**src/rtl/mic1_mem_arbiter.sv**
```systemverilog
// rtl/mic1_mem_arbiter.sv - serialises mic1 write/read/fetch onto one RAM port and stalls the core meanwhile
module mic1_mem_arbiter #(
  parameter bit BIG_ENDIAN = 1'b1
) (
  input  logic        clk,
  input  logic        resetn,
  input  logic        run_in,
  output logic        run_out,
  input  logic        mem_read,
  input  logic        mem_write,
  input  logic        mem_fetch,
  input  logic [31:0] mem_addr,
  input  logic [31:0] mem_wdata,
  output logic [31:0] mem_rdata,
  input  logic [31:0] mem_addr_instr,
  output logic [7:0]  mem_rd_instr,
  output logic        ram_req,
  output logic        ram_we,
  output logic [31:0] ram_addr,
  output logic [31:0] ram_wdata,
  input  logic [31:0] ram_rdata,
  input  logic        ram_ack,
  output logic [31:0] stall_cycles
);

  localparam logic [2:0] S_IDLE = 3'd0;
  localparam logic [2:0] S_WR   = 3'd1;
  localparam logic [2:0] S_RD   = 3'd2;
  localparam logic [2:0] S_IF   = 3'd3;
  localparam logic [2:0] S_DONE = 3'd4;

  logic [2:0] state;
  logic [2:0] state_nxt;
  logic       wd;
  logic       rd;
  logic       fd;
  logic [2:0] pending;
  logic [1:0] lane;
  logic [7:0] fetch_byte;
  logic       unused_addr_bits;

  assign unused_addr_bits = &{1'b0, mem_addr[31:30]};

  // Bit 2 = write, bit 1 = read, bit 0 = fetch; priority follows bit order.
  assign pending = {mem_write, mem_read, mem_fetch} & ~{wd, rd, fd};

  function automatic logic [2:0] pick(input logic [2:0] mask);
    logic [2:0] s;
    if (mask[2])      s = S_WR;
    else if (mask[1]) s = S_RD;
    else if (mask[0]) s = S_IF;
    else              s = S_DONE;
    return s;
  endfunction

  assign run_out = run_in & ((state == S_DONE) | ((state == S_IDLE) & (pending == 3'b000)));

  // Big-endian byte 0 lives in the top lane, so the lane index is the inverted offset.
  assign lane       = BIG_ENDIAN ? ~mem_addr_instr[1:0] : mem_addr_instr[1:0];
  assign fetch_byte = ram_rdata[{lane, 3'b000} +: 8];

  always_comb begin
    state_nxt = state;
    case (state)
      S_IDLE: if (run_in && (pending != 3'b000)) state_nxt = pick(pending);
      S_WR:   if (ram_ack) state_nxt = pick(pending & 3'b011);
      S_RD:   if (ram_ack) state_nxt = pick(pending & 3'b101);
      S_IF:   if (ram_ack) state_nxt = pick(pending & 3'b110);
      S_DONE: if (run_in) state_nxt = S_IDLE;
      default: state_nxt = S_IDLE;
    endcase
  end

  always_comb begin
    ram_req   = 1'b0;
    ram_we    = 1'b0;
    ram_addr  = 32'h0;
    ram_wdata = 32'h0;
    case (state)
      S_WR: begin
        ram_req   = 1'b1;
        ram_we    = 1'b1;
        ram_addr  = {mem_addr[29:0], 2'b00};
        ram_wdata = mem_wdata;
      end
      S_RD: begin
        ram_req  = 1'b1;
        ram_addr = {mem_addr[29:0], 2'b00};
      end
      S_IF: begin
        ram_req  = 1'b1;
        ram_addr = {mem_addr_instr[31:2], 2'b00};
      end
      default: ;
    endcase
  end

  always_ff @(posedge clk or negedge resetn) begin
    if (!resetn) begin
      state        <= S_IDLE;
      wd           <= 1'b0;
      rd           <= 1'b0;
      fd           <= 1'b0;
      mem_rdata    <= 32'h0;
      mem_rd_instr <= 8'h0;
      stall_cycles <= 32'h0;
    end else begin
      state <= state_nxt;
      case (state)
        S_WR: if (ram_ack) wd <= 1'b1;
        S_RD: if (ram_ack) begin
          rd        <= 1'b1;
          mem_rdata <= ram_rdata;
        end
        S_IF: if (ram_ack) begin
          fd           <= 1'b1;
          mem_rd_instr <= fetch_byte;
        end
        S_DONE: if (run_in) begin
          wd <= 1'b0;
          rd <= 1'b0;
          fd <= 1'b0;
        end
        default: ;
      endcase
      if (run_in && !run_out) stall_cycles <= stall_cycles + 32'd1;
    end
  end

endmodule

```
**config.mk**
```make
export PLATFORM = sky130hd
export DESIGN_NAME = mic1_mem_arbiter
export DESIGN_NICKNAME = d
export VERILOG_FILES = /design/src/rtl/mic1_mem_arbiter.sv
export SDC_FILE = /design/constraint.sdc
export NUM_CORES = 1
export LEC_CHECK = 0
export ABC_AREA = 1
export BUFFER_PORTS_ARGS = -buffer_cell sky130_fd_sc_hd__buf_4
export CAP_MARGIN = 40
export CORE_AREA = 2 2 105 107
export CTS_BUF_LIST = sky130_fd_sc_hd__clkbuf_8
export DETAILED_ROUTE_END_ITERATION = 7
export DIE_AREA = 0 0 107 109
export PLACE_DENSITY = 0.87
export SYNTH_ARGS = -nofsm -noshare
export SYNTH_HDL_FRONTEND = slang
export SYNTH_SLANG_ARGS = --single-unit
export TNS_END_PERCENT = 50
```
**constraint.sdc**
```tcl
create_clock -name clk -period 2.2 [get_ports clk]
set_clock_uncertainty 0.2 [all_clocks]
set_input_delay 0.44 -clock clk [delete_from_list [all_inputs] [get_ports clk]]
set_output_delay 0.44 -clock clk [all_outputs]
set_load 0.02 [all_outputs]
```
==> flow_metrics.py, run 1 <==
metrics = {
    "run_status": {
        "run_status": "finished, violations left",
        "failed_checks": "setup timing",
    },
    "timing": {
        "timing.final.hold_violations": 0,
        "fin_crit_sh_pct": 104,
        "timing.final.max_slew_violations": 0,
        "rsz_0062_raised_after_global_routing": "yes",
        "hold_ws_ns": 0.0933,
        "clock_period_minus_worst_slack_ns": 2.28,
        "setup_viol": 35,
        "max_freq_mhz": 438,
        "timing.final.ws_setup_ns": -0.0824,
    },
    "pwr": {
        "power_density_nw_per_um2": 1120,
        "worst_ir_drop_vdd_v": 0.000862,
        "power.static_leakage_nw": 4.03,
        "totalPowerFinal_w": 0.00845,
    },
    "cts": {
        "clock_latency_ns": 0.37,
        "clock-sinks": 78,
        "clock-root-buffer": "sky130_fd_sc_hd__clkbuf_8",
        "clockBufferDepth": 2,
        "cts_max_level": 3,
        "clkTransAtPathRegs_ns": 0.08,
        "tritoncts": "yes",
        "cts_made_buffers": 9,
    },
    "die": {
        "floorplan.io_pins": 274,
        "die_width_um": 107,
        "dieArea_um2": 11700,
        "rows": 38,
        "fp.dieH_um": 109,
        "placeable_area_um2": 10600,
        "floorplan.initialDensity_pct": 45.1,
    },
    "cells_and_area": {
        "ratio_of_cells_with_drive_above_1_in_the_final_layout_pct": 37.0,
        "nets_final": 1069,
        "layout_common_cells": "sky130_fd_sc_hd__buf_4, sky130_fd_sc_hd__nand2_1, sky130_fd_sc_hd__dfrtp_1",
        "most_common_cell_after_layout_fill_and_taps_aside": "sky130_fd_sc_hd__buf_4",
        "antenna-diode-count": 0,
        "area_delta_synth_final_pct": 58.4,
        "final_util_pct": 71.4,
        "layout.cell_area.non_filler_um2": 7570,
    },
    "routing": {
        "drc_errors": 0,
        "via_count": 5549,
        "dr.first_iter.drc_count": 526,
        "ant_nets": 0,
        "vias_per_cell": 5.15,
        "routed_wirelength_um": 18900,
        "wl_per_cell_um": 17.5,
        "total_iterations_of_the_first_detailed_routing_run": 5,
    },
    "grt": {
        "first_global_vias": 5000,
        "grt_start_max_net_pins": 61,
        "number_of_antenna_violations_at_the_first_check_in_global_routing": 0,
        "grt.total_usage_pct": 31.6,
        "grt.overflow.total": 0,
        "grt_first_pass_wirelength_um": 27500,
    },
    "critical_path": {
        "cpMaxStageDelayCell": "sky130_fd_sc_hd__dfrtp_1",
        "crit_type": "flip-flop to primary output",
        "worst-path-max-fanout": 34,
        "cp.buffers_inverters": 3,
        "crit_path_end_kind": "primary output",
        "cp_cell_sequence": "inv_4, nand3_4, buf_12, nor2_2, buf_4",
        "worst-endpoint-arrival_ns": 1.64,
        "crit_family": "buffers and inverters",
        "critical_path_startpoint_category": "flip-flop",
        "max_stage_delay_ns": 0.43,
        "cp_data_required_time_ns": 1.56,
    },
    "synth": {
        "synthesis.area_per_instance_um2": 7.28,
        "synth_area_um2": 4780,
        "synth_enable_flop_cells": 0,
        "ys_seq_elements": 78,
        "synth_cell_type_count": 31,
        "postSynth.asyncResetShare_pct": 100,
        "synth_ff_type": "sky130_fd_sc_hd__dfrtp_1",
        "synthesis.yosys.warnings": 0,
        "syn-instance-count": 657,
        "seq_area_frac_synth_pct": 40.8,
    },
    "placement": {
        "place_congestion": 1.04,
        "placedInstanceArea_um2": 6990,
        "place_hpwl_um": 14300,
        "place.port_buffers": 269,
    },
    "run": {
        "maxCapViolations": 0,
    },
    "hold_path": {
        "min_path_type": "input port to flip-flop",
    },
}
[flip-flops by register name (all words and copies together) (netlist names)]
signal,flops
mem_rd_instr,8
wd,1
rd,1
state,3
fd,1
mem_rdata,32
stall_cycles,32
[final cells by class]
class	instances	area, µm²
clock buffer	9	124
clock inverter	7	90.1
fill	861	3030
inverter	79	307
multi-input combinational	477	2530
sequential	78	1950
tap	140	175
timing repair buffer	287	2380
timing repair inverter	1	11.3
[worst paths after layout]
kind                            cells past startpoint                            to                         from  slack, ns
worst max-delay path                                5                  ram_wdata[5]         state[2]$_DFFE_PN0P_      -0.08
worst min-delay path                                2     mem_rdata[13]$_DFFE_PN0P_                ram_rdata[13]       0.09
worst max register to register                      8  stall_cycles[22]$_DFFE_PN0P_  stall_cycles[1]$_DFFE_PN0P_       0.24
worst min register to register                      2   mem_rd_instr[2]$_DFFE_PN0P_  mem_rd_instr[2]$_DFFE_PN0P_       0.29
max in group asynchronous                           3          state[0]$_DFFE_PN0P_                       resetn       0.91
min in group asynchronous                           2  stall_cycles[30]$_DFFE_PN0P_                       resetn       0.29
[metrics by stage]
step,worst slack (ns),std cells,setup TNS [ns]
global placement,0.129,1054,0
global route,-0.103,1078,-3.65
floorplan,0.359,658,0
CTS,-0.0517,1078,-0.608
finish,-0.0824,1078,-0.922
detailed placement,0.125,1054,0
[worst register-to-register path, delay by kind of cell, from the launching register on]
family / cells / cell delay, ns
adders and majority gates: 1 / 0.23
DFF: 1 / 0.44
and+or+nand+nor: 7 / 1.02
[Yosys cell counts, types with 2 or more instances]
library cell	number	area, µm²
sky130_fd_sc_hd__buf_6	2	22.5
sky130_fd_sc_hd__nand3_2	3	30.0
sky130_fd_sc_hd__buf_2	9	45.0
sky130_fd_sc_hd__nand3_1	15	75.1
sky130_fd_sc_hd__buf_1	2	7.51
sky130_fd_sc_hd__nand2_1	217	815
sky130_fd_sc_hd__a21oi_1	12	60.1
sky130_fd_sc_hd__nand3b_1	10	75.1
sky130_fd_sc_hd__a22o_1	30	263
sky130_fd_sc_hd__o21ai_0	44	220
sky130_fd_sc_hd__buf_4	6	45.0
sky130_fd_sc_hd__mux2_1	23	259
sky130_fd_sc_hd__nor2_1	89	334
sky130_fd_sc_hd__nand2_2	3	18.8
sky130_fd_sc_hd__nand4_1	5	31.3
sky130_fd_sc_hd__xnor2_1	3	26.3
sky130_fd_sc_hd__nor2_2	5	31.3
sky130_fd_sc_hd__inv_1	74	278
sky130_fd_sc_hd__nor2_4	2	22.5
sky130_fd_sc_hd__inv_2	5	18.8
sky130_fd_sc_hd__xor2_1	7	61.3
sky130_fd_sc_hd__clkbuf_1	5	18.8
sky130_fd_sc_hd__dfrtp_1	78	1950
[repair_timing]
item                                   CTS  global route
hold buffers                             1             0
buffers inserted                         5             0
gates cloned                             2             0
setup endpoints to repair               46            55
resized for setup                       61            22
pin swaps                                2             5
endpoints found under the hold margin   18             0
[logic make-up (layout without fill, tap and decap cells)]
| kind of cell | Yosys count | after routing | share of synthesized area (%) |
|---|---|---|---|
| mux | 24 | 24 | 5.65 |
| compound gates | 88 | 88 | 11.6 |
| flops | 78 | 78 | 40.8 |
| fa+ha+maj | 1 | 1 | 0.262 |
| buf+inv | 103 | 383 | 9.11 |
| other cells | 1 | 2 | 0.0784 |
| simple gates | 352 | 352 | 30.7 |
| xor+xnor | 10 | 10 | 1.83 |
[layer usage]
metal	global-route usage (%)	up-vias	routed length, µm
met3	10.0	47	2190
met2	49.2	333	8530
li1	-	2625	-
met4	13.3	0	589
met5	0	-	0
met1	40.8	2544	7560
[power breakdown]
part,internal (W),switching [W],leakage [nW],total (W)
sequential,0.00190,0.000350,1.00,0.00225
combinational,0.00219,0.00284,2.92,0.00504
clock,0.000632,0.000539,0.110,0.00117
total,0.00472,0.00373,4.03,0.00845
Power figures use the tool's default switching activity.
==> run 2, diff against run 1 <==
==> constraint.sdc (replaced) <==
create_clock -name clk -period 2.2 [get_ports clk]
set_clock_uncertainty 0.2 [all_clocks]
set_input_delay 0.11 -clock clk [delete_from_list [all_inputs] [get_ports clk]]
set_output_delay 0.11 -clock clk [all_outputs]
set_load 0.02 [all_outputs]
==> flow_metrics.py, run 2 (synthesis gave the netlist of run 1 again) <==
metrics = {
    "die": {
        "placeable_area_um2": 10600,
        "die_width_um": 107,
        "dieArea_um2": 11700,
        "rows": 38,
        "floorplan.io_pins": 274,
        "floorplan.initialDensity_pct": 45.1,
        "fp.dieH_um": 109,
    },
    "critical_path": {
        "rr_endpoint": "wd$_DFFE_PN0P_",
        "worst-endpoint-arrival_ns": 1.81,
        "path_depth_of_the_worst_reg2reg_path": 7,
        "crit_family": "buffers and inverters",
        "cp_cell_sequence": "inv_2, nand3_1, inv_2, buf_12, a22o_1, buf_4",
        "cp_data_required_time_ns": 1.89,
        "reg2reg_setup_slack_ns": 0.13,
        "cpMaxStageDelayCell": "sky130_fd_sc_hd__dfrtp_1",
        "crit_type": "flip-flop to primary output",
        "max_stage_delay_ns": 0.44,
        "crit_path_end_kind": "primary output",
        "worstSetupPathDepth": 6,
        "crit_path_frequent_cell": "sky130_fd_sc_hd__inv_2",
        "worst-path-max-fanout": 32,
        "cp.buffers_inverters": 4,
        "rr_startpoint": "state[2]$_DFFE_PN0P_",
        "critical_path_startpoint_category": "flip-flop",
    },
    "cells_and_area": {
        "layout_common_cells": "sky130_fd_sc_hd__buf_4, sky130_fd_sc_hd__nand2_1, sky130_fd_sc_hd__nor2_1",
        "area_delta_synth_final_pct": 57.1,
        "final_cells": 1104,
        "nets_final": 1094,
        "ratio_of_cells_with_drive_above_1_in_the_final_layout_pct": 32.4,
        "most_common_cell_after_layout_fill_and_taps_aside": "sky130_fd_sc_hd__buf_4",
        "registers_with_the_highest_flip_flop_counts": "mem_rdata: 32 flops, stall_cycles: 32 flops, mem_rd_instr: 8 flops",
    },
    "grt": {
        "first_global_vias": 5399,
        "gr_util_met1_pct": 40.3,
        "gr-usage-met2_pct": 52.0,
        "grt_start_max_net_pins": 63,
        "grt_first_pass_wirelength_um": 29000,
        "number_of_antenna_violations_at_the_first_check_in_global_routing": 1,
        "grt_most_used_layer": "met2",
        "grt_util_met3_pct": 11.6,
        "grt.total_usage_pct": 33.4,
        "grt.overflow.total": 0,
    },
    "timing": {
        "timing.final.max_slew_violations": 0,
        "fin_crit_sh_pct": 96.4,
        "rsz_0062_raised_after_global_routing": "no",
        "setup_viol": 0,
        "hold_ws_ns": 0.0320,
        "setup_tns_after_final_layout_ns": 0,
        "max_freq_mhz": 472,
        "timing_worst_slew_pin_value_ns": 0.753,
        "timing.final.hold_violations": 0,
        "slew-limit-headroom_pct": 49.6,
        "clock_period_minus_worst_slack_ns": 2.12,
    },
    "cts": {
        "clock_latency_ns": 0.36,
        "clkTransAtPathRegs_ns": 0.09,
        "clock-root-buffer": "sky130_fd_sc_hd__clkbuf_8",
        "clockBufferDepth": 2,
        "cts_made_buffers": 9,
        "tritoncts": "yes",
        "clock-sinks": 78,
        "cts_post_setup_buffers_inserted": 0,
        "cts_max_level": 3,
    },
    "routing": {
        "dr.first_iter.drc_count": 603,
        "via_count": 5724,
        "wl_per_cell_um": 18.0,
        "total_iterations_of_the_first_detailed_routing_run": 7,
        "vias_per_cell": 5.18,
        "ant_nets": 0,
        "drc_errors": 0,
        "routed_wirelength_um": 19800,
    },
    "hold_path": {
        "holdCritStartpoint": "mem_read",
        "endpoint_of_the_worst_hold_path": "state[0]$_DFFE_PN0P_",
        "hold-path-cell-count": 6,
        "min_path_type": "input port to flip-flop",
    },
    "placement": {
        "place_congestion": 0.964,
        "place.port_buffers": 269,
        "place_hpwl_um": 14300,
        "place.detailed.instances": 1050,
    },
    "pwr": {
        "power.static_leakage_nw": 4.06,
        "worst_ir_drop_vdd_v": 0.000899,
        "power_density_nw_per_um2": 1060,
    },
    "run_status": {
        "run_status": "finished, final reports clean",
    },
    "run": {
        "maxCapViolations": 0,
    },
}
[run 2: changes by cell type in the layout (fill, tap and decap cells not counted), moves of 2 or more]
cell,before,now
sky130_fd_sc_hd__dlygate4sd3_1,1,37
sky130_fd_sc_hd__buf_6,37,2
sky130_fd_sc_hd__buf_4,243,271
sky130_fd_sc_hd__nor2_1,72,89
sky130_fd_sc_hd__nor2_4,12,2
sky130_fd_sc_hd__nor2_2,12,5
sky130_fd_sc_hd__nand3_4,4,1
sky130_fd_sc_hd__buf_12,5,3
sky130_fd_sc_hd__dfrtp_1,76,78
sky130_fd_sc_hd__dfrtp_2,2,0
sky130_fd_sc_hd__inv_1,73,75
sky130_fd_sc_hd__inv_8,2,0
sky130_fd_sc_hd__nand3_2,1,3
[run 2: worst max-delay path by stage]
stage / end / slack [ns] / start
floorplan: stall_cycles[20]$_DFFE_PN0P_ / 0.44 / stall_cycles[1]$_DFFE_PN0P_
CTS: ram_addr[2] / 0.1 / state[2]$_DFFE_PN0P_
finish: ram_addr[2] / 0.08 / state[2]$_DFFE_PN0P_
global route: wd$_DFFE_PN0P_ / 0.02 / state[2]$_DFFE_PN0P_
detailed placement: stall_cycles[20]$_DFFE_PN0P_ / 0.17 / wd$_DFFE_PN0P_
global placement: stall_cycles[20]$_DFFE_PN0P_ / 0.23 / wd$_DFFE_PN0P_
[run 2: what timing repair did]
item	4_1_cts	5_1_grt
hold buffers	37	0
setup endpoints to repair	0	9
gates resized for setup	0	4
hold endpoints to repair	122	0
[run 2: metal layers]
metal,vias up,share of wire (%)
met5,-,0
met4,0,5.6
met3,85,12
met2,340,45
met1,2625,38
li1,2674,-
[run 2: through the flow]
step	area, µm²	utilization (%)	total power (W)	setup slack [ns]
finish	7510	70.9	0.00798	0.0795
global route	7510	70.9	0.00832	0.0230
CTS	7500	70.8	0.00781	0.0980
detailed placement	6930	65.4	0.00663	0.173
global placement	6930	65.4	0.00655	0.230
floorplan	4790	-	0.00464	0.445
[run 2: cell type report]
type                            instances  area, µm²
Antenna cell                            1       2.50
Multi-Input combinational cell        477       2400
Clock buffer                           10        138
Fill cell                             808       3090
Sequential cell                        78       1950
Tap cell                              140        175
Clock inverter                          6       62.6
Timing Repair Buffer                  313       2490
Inverter                               79        299
[run 2: worst reg2reg max path, cell delays in order (launching register included)]
cell,delay (ns)
sky130_fd_sc_hd__dfrtp_1,0.44
sky130_fd_sc_hd__inv_2,0.12
sky130_fd_sc_hd__nand3_2,0.09
sky130_fd_sc_hd__buf_6,0.20
sky130_fd_sc_hd__inv_1,0.16
sky130_fd_sc_hd__nand2_1,0.07
sky130_fd_sc_hd__a21oi_1,0.15
sky130_fd_sc_hd__dlygate4sd3_1,0.58
[run 2: report_power, final]
group	internal (W)	switching [W]	total [W]
Combinational	0.00185	0.00275	0.00459
Clock	0.000551	0.000565	0.00112
Sequential	0.00190	0.000375	0.00227
Total	0.00429	0.00369	0.00798
==> run 3, diff against run 2 <==
--- a/config.mk
+++ b/config.mk
@@ -9,8 +9,9 @@
 export BUFFER_PORTS_ARGS = -buffer_cell sky130_fd_sc_hd__buf_4
 export CAP_MARGIN = 40
-export CORE_AREA = 2 2 105 107
+export CELL_PAD_IN_SITES_DETAIL_PLACEMENT = 0
+export CELL_PAD_IN_SITES_GLOBAL_PLACEMENT = 1
+export CORE_UTILIZATION = 31
 export CTS_BUF_LIST = sky130_fd_sc_hd__clkbuf_8
 export DETAILED_ROUTE_END_ITERATION = 7
-export DIE_AREA = 0 0 107 109
 export PLACE_DENSITY = 0.87
 export SYNTH_ARGS = -nofsm -noshare
==> constraint.sdc (replaced) <==
create_clock -name clk -period 2.2 [get_ports clk]
set_clock_uncertainty 0.2 [all_clocks]
set_input_delay 0.44 -clock clk [delete_from_list [all_inputs] [get_ports clk]]
set_output_delay 0.44 -clock clk [all_outputs]
set_load 0.02 [all_outputs]
==> flow_metrics.py, run 3 (synthesis gave the netlist of run 1 again) <==
metrics = {
    "run_status": {
        "run_status": "finished, violations left",
        "failed_checks": "setup timing",
    },
    "cts": {
        "clock-sinks": 78,
        "clkTransAtPathRegs_ns": 0.10,
        "tritoncts": "yes",
        "clock-root-buffer": "sky130_fd_sc_hd__clkbuf_8",
        "cts_max_level": 3,
        "clockBufferDepth": 2,
        "clock_latency_ns": 0.36,
        "cts_made_buffers": 9,
    },
    "timing": {
        "clock_period_minus_worst_slack_ns": 2.26,
        "timing.final.ws_setup_ns": -0.0640,
        "max_freq_mhz": 442,
        "timing.final.max_slew_violations": 0,
        "rsz_0062_raised_after_global_routing": "yes",
        "fin_crit_sh_pct": 103,
        "timing.final.hold_violations": 0,
        "setup_viol": 32,
    },
    "cells_and_area": {
        "multi_input_gate_area_um2": 2460,
        "layout.cell_area.non_filler_um2": 7590,
        "final_util_pct": 50.1,
        "most_common_cell_after_layout_fill_and_taps_aside": "sky130_fd_sc_hd__buf_4",
        "ratio_of_cells_with_drive_above_1_in_the_final_layout_pct": 35.5,
        "layout_common_cells": "sky130_fd_sc_hd__buf_4, sky130_fd_sc_hd__nand2_1, sky130_fd_sc_hd__nor2_1",
        "registers_with_the_highest_flip_flop_counts": "mem_rdata: 32 flops, stall_cycles: 32 flops, mem_rd_instr: 8 flops",
        "seq_area_um2": 1950,
        "nFillCells": 1505,
        "area_delta_synth_final_pct": 58.7,
        "nets_final": 1075,
    },
    "die": {
        "placeable_area_um2": 15100,
        "floorplan.io_pins": 274,
        "dieArea_um2": 15900,
        "die_width_um": 126,
        "floorplan.initialDensity_pct": 31.6,
        "rows": 45,
        "fp.dieH_um": 126,
    },
    "grt": {
        "grt_first_pass_wirelength_um": 26600,
        "grt.overflow.total": 0,
        "grt_start_max_net_pins": 51,
        "grt.total_usage_pct": 21.6,
        "first_global_vias": 5000,
        "number_of_antenna_violations_at_the_first_check_in_global_routing": 1,
    },
    "critical_path": {
        "crit_type": "flip-flop to primary output",
        "worst-endpoint-arrival_ns": 1.62,
        "worst-path-max-fanout": 7,
        "cp_data_required_time_ns": 1.56,
        "reg2reg_setup_slack_ns": 0.23,
        "crit_path_end_kind": "primary output",
        "critical_path_startpoint_category": "flip-flop",
    },
    "routing": {
        "vias_per_cell": 4.66,
        "ant_nets": 0,
        "total_iterations_of_the_first_detailed_routing_run": 4,
        "routed_wirelength_um": 17400,
        "dr.first_iter.drc_count": 259,
        "wl_per_cell_um": 15.4,
        "drc_errors": 0,
        "via_count": 5280,
    },
    "run": {
        "maxCapViolations": 0,
    },
    "placement": {
        "place.port_buffers": 269,
        "place_congestion": 0.898,
        "place_hpwl_um": 13100,
        "placedInstanceArea_um2": 7030,
    },
    "pwr": {
        "power_density_nw_per_um2": 1100,
        "worst_ir_drop_vdd_v": 0.000604,
        "power.static_leakage_nw": 4.06,
    },
    "hold_path": {
        "min_path_type": "input port to flip-flop",
    },
}
run 3: cell types whose count changed in the layout (fill, tap and decap cells not counted), moves of 3 or more:
cell,delta
sky130_fd_sc_hd__buf_4,-20
sky130_fd_sc_hd__buf_6,+32
sky130_fd_sc_hd__dlygate4sd3_1,-36
sky130_fd_sc_hd__inv_6,+6
sky130_fd_sc_hd__nand3_4,+3
run 3: layout make-up:
| cell class | count | area share [%] |
|---|---|---|
| clock inverter | 7 | 1.12 |
| antenna | 1 | 0.0330 |
| sequential | 78 | 25.7 |
| timing repair inverter | 2 | 0.198 |
| multi-input combinational | 477 | 32.4 |
| inverter | 79 | 4.04 |
| tap | 188 | 3.10 |
| timing repair buffer | 292 | 31.8 |
| clock buffer | 9 | 1.63 |
run 3: final timing paths:
kind	from	to	cells past startpoint
worst max-delay path	state[0]$_DFFE_PN0P_	ram_addr[4]	6
worst min-delay path	ram_rdata[30]	mem_rdata[30]$_DFFE_PN0P_	2
worst max register to register	stall_cycles[1]$_DFFE_PN0P_	stall_cycles[22]$_DFFE_PN0P_	8
worst min register to register	mem_rd_instr[6]$_DFFE_PN0P_	mem_rd_instr[6]$_DFFE_PN0P_	2
max in group asynchronous	resetn	mem_rdata[31]$_DFFE_PN0P_	3
min in group asynchronous	resetn	stall_cycles[17]$_DFFE_PN0P_	2
run 3: per-layer routing:
metal	routed length [µm]	vias up	GRT usage, %
met3	1000	24	3.53
li1	-	2639	-
met1	7120	2434	26.1
met5	0	-	0
met4	374	0	7.65
met2	8910	183	38.5
run 3: metrics by stage:
stage / hold WS (ns) / std cells / setup WS (ns) / TNS, ns / power (W)
after global routing: 0.0782 / 1133 / -0.128 / -4.61 / 0.00878
final: 0.0871 / 1133 / -0.0640 / -1.01 / 0.00832
after floorplan: -0.0556 / 658 / 0.359 / 0 / 0.00464
after global placement: 0.0657 / 1101 / 0.114 / 0 / 0.00653
after CTS: 0.0721 / 1128 / -0.0751 / -1.48 / 0.00813
after detailed placement: 0.0656 / 1101 / 0.105 / 0 / 0.00658
run 3: where the power goes:
| part | internal, W | switching, W | total, W |
|---|---|---|---|
| combinational | 0.00225 | 0.00269 | 0.00494 |
| clock | 0.000553 | 0.000621 | 0.00117 |
| sequential | 0.00189 | 0.000308 | 0.00220 |
| total | 0.00470 | 0.00362 | 0.00832 |
run 3: critical path: stages (launching register included):
cell and delay (ns):
sky130_fd_sc_hd__dfrtp_1 0.42, sky130_fd_sc_hd__buf_6 0.13, sky130_fd_sc_hd__nand3_4 0.10, sky130_fd_sc_hd__nand2_8 0.09, sky130_fd_sc_hd__clkbuf_16 0.17, sky130_fd_sc_hd__a22o_1 0.21
sky130_fd_sc_hd__buf_6 0.13
run 3: what timing repair did:
item / 4_1_cts / 5_1_grt
endpoints found under the hold margin: 78 / 0
hold buffers: 1 / 0
endpoints found under the setup margin: 33 / 64
resized for setup: 32 / 21
setup buffers: 7 / 3
gates cloned: 3 / 1
pin swaps: 5 / 7
